`src/rtl/mips_dbg_pkg.sv`:
```
// Shared definitions for the MIPS debug run-control path: command codes,
// state encoding and default widths.
package mips_dbg_pkg;

  localparam logic [2:0] CMD_NOP  = 3'd0;
  localparam logic [2:0] CMD_RUN  = 3'd1;
  localparam logic [2:0] CMD_HALT = 3'd2;
  localparam logic [2:0] CMD_STEP = 3'd3;
  localparam logic [2:0] CMD_DUMP = 3'd4;

  localparam logic [2:0] ST_HALT     = 3'd0;
  localparam logic [2:0] ST_RUN      = 3'd1;
  localparam logic [2:0] ST_STEP     = 3'd2;
  localparam logic [2:0] ST_DUMP_CS  = 3'd3;
  localparam logic [2:0] ST_DUMP_GAP = 3'd4;

  localparam int unsigned NB_STEP_DEF = 16;

  // Host commands are only taken while halted or free-running.
  function automatic logic accepts_cmd(input logic [2:0] st);
    return (st == ST_HALT) || (st == ST_RUN);
  endfunction

endpackage

```
`src/rtl/mips_dbg_dump_timer.sv`:
```
// Per-stage DUMP watchdog: counts cycles a chip-select is held and ends the
// stage on the slave's done pulse or after TIMEOUT cycles.
module mips_dbg_dump_timer #(
  parameter int unsigned TIMEOUT = 1024
) (
  input  logic clk,
  input  logic rst_n,
  input  logic load,
  input  logic run,
  input  logic spi_done,
  output logic done,
  output logic expired
);

  localparam int unsigned CW = $clog2(TIMEOUT) + 1;
  localparam logic [CW-1:0] LAST = CW'(TIMEOUT - 1);

  logic [CW-1:0] cnt;
  logic          at_last;

  assign at_last = (cnt == LAST);
  // A done pulse landing on the final cycle still counts as a clean transfer.
  assign done    = run & (spi_done | at_last);
  assign expired = run & ~spi_done & at_last;

  always_ff @(posedge clk or negedge rst_n) begin
    if (!rst_n) begin
      cnt <= '0;
    end else if (load) begin
      cnt <= '0;
    end else if (run && !done) begin
      cnt <= cnt + CW'(1);
    end
  end

endmodule

```
`src/rtl/mips_debug_sequencer.sv`:
```
// Run-control sequencer: RUN/HALT/STEP-N pipeline gating and ordered SPI
// stage dumps. Optional breakpoint compare under MIPS_DBG_BREAKPOINT_EN.
module mips_debug_sequencer
  import mips_dbg_pkg::*;
#(
  parameter int unsigned NB_BITS  = 32,
  parameter int unsigned NB_STEP  = NB_STEP_DEF,
  parameter int unsigned N_STAGES = 4,
  parameter int unsigned TIMEOUT  = 1024
) (
  input  logic                i_clk,
  input  logic                i_rst,
  input  logic                i_cmd_valid,
  input  logic [2:0]          i_cmd,
  input  logic [NB_STEP-1:0]  i_step_count,
  output logic                o_cmd_ready,
  input  logic                i_prog_end,
  input  logic [NB_BITS-1:0]  i_pc,
  input  logic [NB_BITS-1:0]  i_bp_addr,
  input  logic                i_bp_enb,
  input  logic                i_spi_done,
  output logic                o_debug_enb,
  output logic [N_STAGES-1:0] o_spi_cs,
  output logic                o_halted,
  output logic                o_bp_hit,
  output logic                o_dump_err,
  output logic [NB_BITS-1:0]  o_cycle_cnt
);

  localparam int unsigned SW = (N_STAGES > 1) ? $clog2(N_STAGES) : 1;

  logic [2:0]          state, state_nxt;
  logic [NB_STEP-1:0]  rem, rem_nxt;
  logic [SW-1:0]       stage, stage_nxt;
  logic [N_STAGES-1:0] cs_nxt;
  logic                accept, stop, bp_match;
  logic                tmr_load, tmr_done, tmr_expired;
  logic                bp_set, bp_clr, err_set, err_clr;

`ifdef MIPS_DBG_BREAKPOINT_EN
  assign bp_match = i_bp_enb & o_debug_enb & (i_pc == i_bp_addr);
`else
  logic unused_bp;
  assign unused_bp = ^{i_pc, i_bp_addr, i_bp_enb};
  assign bp_match  = 1'b0;
`endif

  assign o_cmd_ready = accepts_cmd(state);
  assign o_halted    = (state == ST_HALT);
  assign accept      = i_cmd_valid & o_cmd_ready;
  assign stop        = ((state == ST_RUN) || (state == ST_STEP)) & (i_prog_end | bp_match);

  mips_dbg_dump_timer #(
    .TIMEOUT (TIMEOUT)
  ) u_timer (
    .clk      (i_clk),
    .rst_n    (i_rst),
    .load     (tmr_load),
    .run      (state == ST_DUMP_CS),
    .spi_done (i_spi_done),
    .done     (tmr_done),
    .expired  (tmr_expired)
  );

  always_comb begin
    state_nxt = state;
    rem_nxt   = rem;
    stage_nxt = stage;
    tmr_load  = 1'b0;
    bp_set    = 1'b0;
    bp_clr    = 1'b0;
    err_set   = 1'b0;
    err_clr   = 1'b0;
    case (state)
      ST_HALT: begin
        if (accept) begin
          case (i_cmd)
            CMD_RUN: begin
              state_nxt = ST_RUN;
              bp_clr    = 1'b1;
            end
            CMD_STEP: begin
              state_nxt = ST_STEP;
              rem_nxt   = (i_step_count == '0) ? NB_STEP'(1) : i_step_count;
              bp_clr    = 1'b1;
            end
            CMD_DUMP: begin
              state_nxt = ST_DUMP_CS;
              stage_nxt = '0;
              tmr_load  = 1'b1;
              err_clr   = 1'b1;
            end
            default: ;
          endcase
        end
      end
      ST_RUN: begin
        if (stop || (accept && i_cmd == CMD_HALT)) state_nxt = ST_HALT;
      end
      ST_STEP: begin
        // rem counts the enabled cycles still owed, including this one.
        if (stop || rem <= NB_STEP'(1)) state_nxt = ST_HALT;
        else                            rem_nxt   = rem - NB_STEP'(1);
      end
      ST_DUMP_CS: begin
        if (tmr_done) begin
          state_nxt = ST_DUMP_GAP;
          err_set   = tmr_expired;
        end
      end
      ST_DUMP_GAP: begin
        if (stage == SW'(N_STAGES - 1)) begin
          state_nxt = ST_HALT;
        end else begin
          state_nxt = ST_DUMP_CS;
          stage_nxt = stage + SW'(1);
          tmr_load  = 1'b1;
        end
      end
      default: state_nxt = ST_HALT;
    endcase
    if (stop && bp_match) bp_set = 1'b1;
  end

  always_comb begin
    cs_nxt = '1;
    if (state_nxt == ST_DUMP_CS) cs_nxt[stage_nxt] = 1'b0;
  end

  always_ff @(posedge i_clk or negedge i_rst) begin
    if (!i_rst) begin
      state       <= ST_HALT;
      rem         <= '0;
      stage       <= '0;
      o_debug_enb <= 1'b0;
      o_spi_cs    <= '1;
      o_bp_hit    <= 1'b0;
      o_dump_err  <= 1'b0;
      o_cycle_cnt <= '0;
    end else begin
      state       <= state_nxt;
      rem         <= rem_nxt;
      stage       <= stage_nxt;
      o_debug_enb <= (state_nxt == ST_RUN) || (state_nxt == ST_STEP);
      o_spi_cs    <= cs_nxt;
      o_cycle_cnt <= o_cycle_cnt + NB_BITS'(o_debug_enb);
      if (bp_set)      o_bp_hit <= 1'b1;
      else if (bp_clr) o_bp_hit <= 1'b0;
      if (err_set)      o_dump_err <= 1'b1;
      else if (err_clr) o_dump_err <= 1'b0;
    end
  end

endmodule

```
`config.mk`:
```
export PLATFORM = sky130hd
export DESIGN_NAME = mips_debug_sequencer
export DESIGN_NICKNAME = d
export VERILOG_FILES = /design/src/rtl/mips_dbg_pkg.sv /design/src/rtl/mips_dbg_dump_timer.sv /design/src/rtl/mips_debug_sequencer.sv
export SDC_FILE = /design/constraint.sdc
export NUM_CORES = 1
export LEC_CHECK = 0
export CORE_MARGIN = 10
export CORE_UTILIZATION = 49
export DETAILED_ROUTE_END_ITERATION = 8
export GPL_ROUTABILITY_DRIVEN = 0
export HOLD_SLACK_MARGIN = 0.03
export PLACE_DENSITY = 0.86
export SLEW_MARGIN = 25
export SYNTH_ARGS = -nofsm -noshare
export SYNTH_HDL_FRONTEND = slang
export SYNTH_HIERARCHICAL = 1
export SYNTH_SLANG_ARGS = --single-unit
```
`constraint.sdc`:
```
create_clock -name i_clk -period 5.2 [get_ports i_clk]
set_input_delay 0.78 -clock i_clk [delete_from_list [all_inputs] [get_ports i_clk]]
set_output_delay 0.78 -clock i_clk [all_outputs]
set_load 0.01 [all_outputs]
```
# --- Word level (Yosys, flattened, before mapping) ---
# Cells that the tools add are included.
op_classes:
  bitwise_logic: 8
  n_lt_le_gt_ge: 3
  n_addsub: 4
  eq_ne: 16
  mux: 30
  n_reduce_logical: 15
ops:
  columns: ["op", "count"]
  rows:
  - ["2-to-1 mux 16 bit", 4]
  - ["adder 32 x 1 -> 32 bit", 1]
  - ["one-hot mux 16 bit (2 select lines)", 1]
  - ["2-to-1 mux 11 bit", 2]
  - ["== test 3 x 2 -> 1 bit (second input constant)", 6]
  - ["<= comparator 16 x 1 -> 1 bit (second input constant)", 1]
  - ["logical NOT 16 bit", 1]
  - ["subtractor 16 x 1 -> 16 bit (second input constant)", 1]
  - ["one-hot mux 3 bit (5 select lines)", 1]
  - ["2-to-1 mux 3 bit", 4]
  - ["adder 11 x 1 -> 11 bit (second input constant)", 1]
  - ["== test 11 x 10 -> 1 bit (second input constant)", 1]
  - ["== test 3 x 1 -> 1 bit (second input constant)", 3]
  - ["2-to-1 mux 1 bit", 9]
  - ["one-hot mux 3 bit (3 select lines)", 1]
  - ["2-to-1 mux 2 bit", 4]
  - ["== test 3 bit (second input constant)", 2]
  - ["nonzero test 2 bit", 3]
  - ["bitwise AND 1 bit", 5]
  - ["logical OR 1 bit", 5]
  - ["2-to-1 mux 4 bit", 1]
  - ["!= test 2 x 1 -> 1 bit (second input constant)", 2]
  - ["inverter 4 bit", 1]
  - ["one-hot mux 2 bit (2 select lines)", 1]
  - ["13 further kinds", 15]
word_totals:
  elab_cells: 84
  ff_bits: 70

# --- Depth between registers and ports, before layout ---
logic_depth:
  word_depth: 11
  depth_mapped: 11

# --- Modules after synthesis ---
# Netlist, hierarchy kept.
by_module_without_submodules:
  columns: ["mod", "cells_per_inst", "seq_area_each_um2", "n_inst", "area_per_inst_um2"]
  rows:
  - ["mips_debug_sequencer", 297, 1481.4, 1, 3009.1]
  - ["mips_dbg_dump_timer", 57, 275.3, 1, 618.1]

# --- Worst setup path before layout ---
# No wires, ideal clock.
synth_path:
  path_type: "register to register"
  start: "reg, netlist name u_timer/cnt[0]"
  end: "reg rem[2]"
  n_path_buf: 1
  setup_ps: 121
  required_time_ps: 5079
  slack_ps: 2870
  stages_incl_launch_ff: 12
  period_less_slack_ps: 2330
  t_arrival_ps: 2209
  cell_sequence: "dfrtp_1 -> ha_1 -> nand4b_1 -> or3_4 -> a21boi_0 -> inv_1 -> a22oi_1 -> o21ai_2 -> o21ai_4 -> buf_6 -> nor2_1 -> o22a_1"
synth_lines:
  columns: ["element", "line_no", "rtl"]
  rows:
  - ["end signal, assigned", "mips_debug_sequencer.sv:142", "rem <= rem_nxt;"]
  - ["end, declared", "mips_debug_sequencer.sv:33", "logic [NB_STEP-1:0] rem, rem_nxt;"]

==> impl_metrics.env <==
export IMPL_status="finished, final reports clean"
export IMPL_postRouteAntennaNets=0
export IMPL_netlist_instances=354
export IMPL_design_power_total_mw=1.84
export IMPL_startpoint_type="register"
export IMPL_vias=2990
export IMPL_cp_max_fo=32
export IMPL_clock_sinks=70
export IMPL_clock_latency_ns=0.35
export IMPL_period_minus_slack_ns=2.99
export IMPL_layout_nets=510
export IMPL_vias_per_cell=5.75
export IMPL_grt_pass1_vias=3034
export IMPL_hpwl_mm=6.33
export IMPL_io_pins=130
export IMPL_synth_edf_count=0
export IMPL_ys_seq_area_share_pct=48.4
export IMPL_cts_root_buf="clkbuf_8"
export IMPL_fin_ws_ns=2.21
export IMPL_leakagePower_nw=1.90
export IMPL_synth_compound_gate_area_share_pct=15.3
export IMPL_drv_cap=0
export IMPL_worstMarginPinSlew_ns=1.00
export IMPL_rows=31
export IMPL_cts_clk_slew_worst_paths_ns=0.08
export IMPL_synthXorXnorAreaFrac_pct=8.45
export IMPL_yosys_top_cells_area="dfrtp_1, xnor2_1, nor2_1"
export IMPL_synth_area_mm2=0.00363
export IMPL_crit_type="register to register"
export IMPL_setup_viol=0
export IMPL_ys_ff_latch=70
export IMPL_numCtsBuffers=9
export IMPL_max_freq_ghz=0.335
export IMPL_grt_overflow=0
export IMPL_max_stage_delay_ns=0.59
export IMPL_power_density_mw_per_mm2=407
export IMPL_relSlewSlack_pct=33.1
export IMPL_start_util_pct=50.3
export IMPL_core_mm2=0.00721
export IMPL_hold_viol=0
export IMPL_rsz0062_at_grt="no"
export IMPL_first_pass_iters=4
export IMPL_cp_cell_sequence="ha_1 > nand4b_1 > or3_4 > a21boi_0 > inv_1 > a22oi_1 > o21ai_2 > o21ai_4 > a221oi_1 > a21o_1"
export IMPL_die_h_um=106
export IMPL_min_path_type="register to register"
export IMPL_cts_hold_buffers=0
export IMPL_ir_drop_mv=0.189
export IMPL_synth_fp_nets=448
export IMPL_synth_top_family_by_area="simple AND/OR/NAND/NOR gates"
export IMPL_slowest_stage="o21ai_4"
export IMPL_synthSimpleGateAreaFrac_pct=22.1
export IMPL_drt_total_wl_mm=8.57
export IMPL_slew_violations=0
export IMPL_h_tree_depth=3
export IMPL_async_reset_ff_share_pct=100
export IMPL_synth_area_mux_share_pct=0.276
export IMPL_post_cts_resized=0
export IMPL_post_cts_buffers=0
export IMPL_min_period_over_period_pct=57.4
export IMPL_synth_cell_types=65
export IMPL_syn_to_final_growth_pct=24.7
export IMPL_worstPathRequired_ns=5.44
export IMPL_endpoint_kind="register"
export IMPL_postSynthAreaPerCell_um2=10.2
export IMPL_drtIter0Drc=231
export IMPL_grt_first_pass_wirelength_mm=14.6
export IMPL_grt_max_degree=71
export IMPL_io_buffer_count=63
export IMPL_synth_largest_area_cell="dfrtp_1"
export IMPL_ys_flop_type="dfrtp_1"
export IMPL_antenna_found_initial=0
export IMPL_diodes=0
export IMPL_cts_tree="yes"
export IMPL_crit_arrival_ns=3.23
export IMPL_grtUsageTotal_pct=15.4
export IMPL_ys_warn_count=6
export IMPL_die_w_um=106
export IMPL_wl_per_cell_um=16.5
export IMPL_die_area_mm2=0.0112
export IMPL_yosys_area_share_adder_pct=1.72
export IMPL_drc=0
export IMPL_synth_top_area_share_pct=45.5
export IMPL_dp_slack_ns=2.05
export IMPL_layout_drive_gt1_share_pct=9.03
export IMPL_final_setup_tns_ns=0
export IMPL_cts_max_path_buffers=2
export IMPL_clock_skew_ns=0.00665
## cell usage in the layout, fill, tap and decap left out, types with 12 or more instances in the layout
cell and n:
clkdlybuf4s50_1 62, nor2_1 32, xor2_1 12, xnor2_1 23, a21oi_1 13, dfrtp_1 66, inv_1 13, nand2_1 21
o21ai_0 19, nand3_1 19
## state kept, by name (all words and copies together) (netlist names)
signal / flops
o_debug_enb: 1
o_dump_err: 1
u_timer/cnt: 11
o_spi_cs: 4
state: 3
rem: 16
stage: 2
o_cycle_cnt: 32
## logic make-up (layout without fill, tap and decap cells)
| kind of cell | after synthesis | in the layout |
|---|---|---|
| xor gates and xnor gates | 35 | 35 |
| and+or+nand+nor | 136 | 136 |
| other | 1 | 1 |
| AOI/OAI and AO/OA | 80 | 80 |
| buffers and inverters | 26 | 93 |
| adders and majority gates | 5 | 5 |
| muxes | 1 | 1 |
| DFF | 70 | 70 |
## path summary, 6_finish.rpt
kind                                             end                        from  slack [ns]  cells after the start
max                               rem[0]$_DFFE_PN0P_  u_timer/cnt[0]$_DFFE_PN0P_        2.21                     10
min                        o_cycle_cnt[31]$_DFF_PN0_   o_cycle_cnt[31]$_DFF_PN0_        0.47                      1
max reg2reg                       rem[0]$_DFFE_PN0P_  u_timer/cnt[0]$_DFFE_PN0P_        2.21                     10
min reg2reg                o_cycle_cnt[31]$_DFF_PN0_   o_cycle_cnt[31]$_DFF_PN0_        0.47                      1
max in group asynchronous  o_cycle_cnt[27]$_DFF_PN0_                       i_rst        4.03                      2
min in group asynchronous  o_cycle_cnt[14]$_DFF_PN0_                       i_rst        0.61                      2
## synth_stat cells, drive strengths merged (7+ instances only)
master / count
nand3: 19
nor2: 32
dfrtp: 66
nor4: 10
nand2: 21
a21oi: 14
o21ai: 24
a22oi: 9
xnor2: 23
inv: 13
nor3: 7
xor2: 12
buf: 7
nand4: 8
## final cells by class
cell class / count / area (um2)
timing repair buffer: 64 / 633
multi-input combinational: 258 / 1740
inverter: 13 / 48.8
fill: 611 / 2690
clock buffer: 9 / 124
clock inverter: 7 / 97.6
sequential: 70 / 1760
tap: 99 / 124
## layer usage
layer  vias up  global-route usage (%)  share of wire (%)
li1       1416                       -                  -
met1      1456                    18.7                 42
met2       103                    25.6                 49
met3        15                    3.56                6.6
met4         0                    7.16                1.9
met5         -                       0                  0
## report_power, final
part | total [mW] | internal (mW) | switching, mW
Sequential | 0.775 | 0.651 | 0.124
Clock | 0.487 | 0.271 | 0.216
Combinational | 0.579 | 0.259 | 0.320
Total | 1.84 | 1.18 | 0.660
## through the flow
step,std cells,area (um2),hold slack (ns),utilization [%]
2_1_floorplan,354,3630,0.434,-
4_1_cts,520,4520,0.476,62.7
3_5_place_dp,504,4300,0.466,59.6
6_report,520,4520,0.471,62.7
5_1_grt,520,4520,0.487,62.7
3_3_place_gp,504,4300,0.459,59.6
## worst max-delay path, delay by kind of cell, from the launching register on
kind | cells | cell delay [ns]
and+or+nand+nor | 2 | 0.61
buffers and inverters | 1 | 0.06
adders and majority gates | 1 | 0.18
AOI/OAI and AO/OA | 6 | 1.62
DFF | 1 | 0.40
Power figures use the tool's default switching activity.
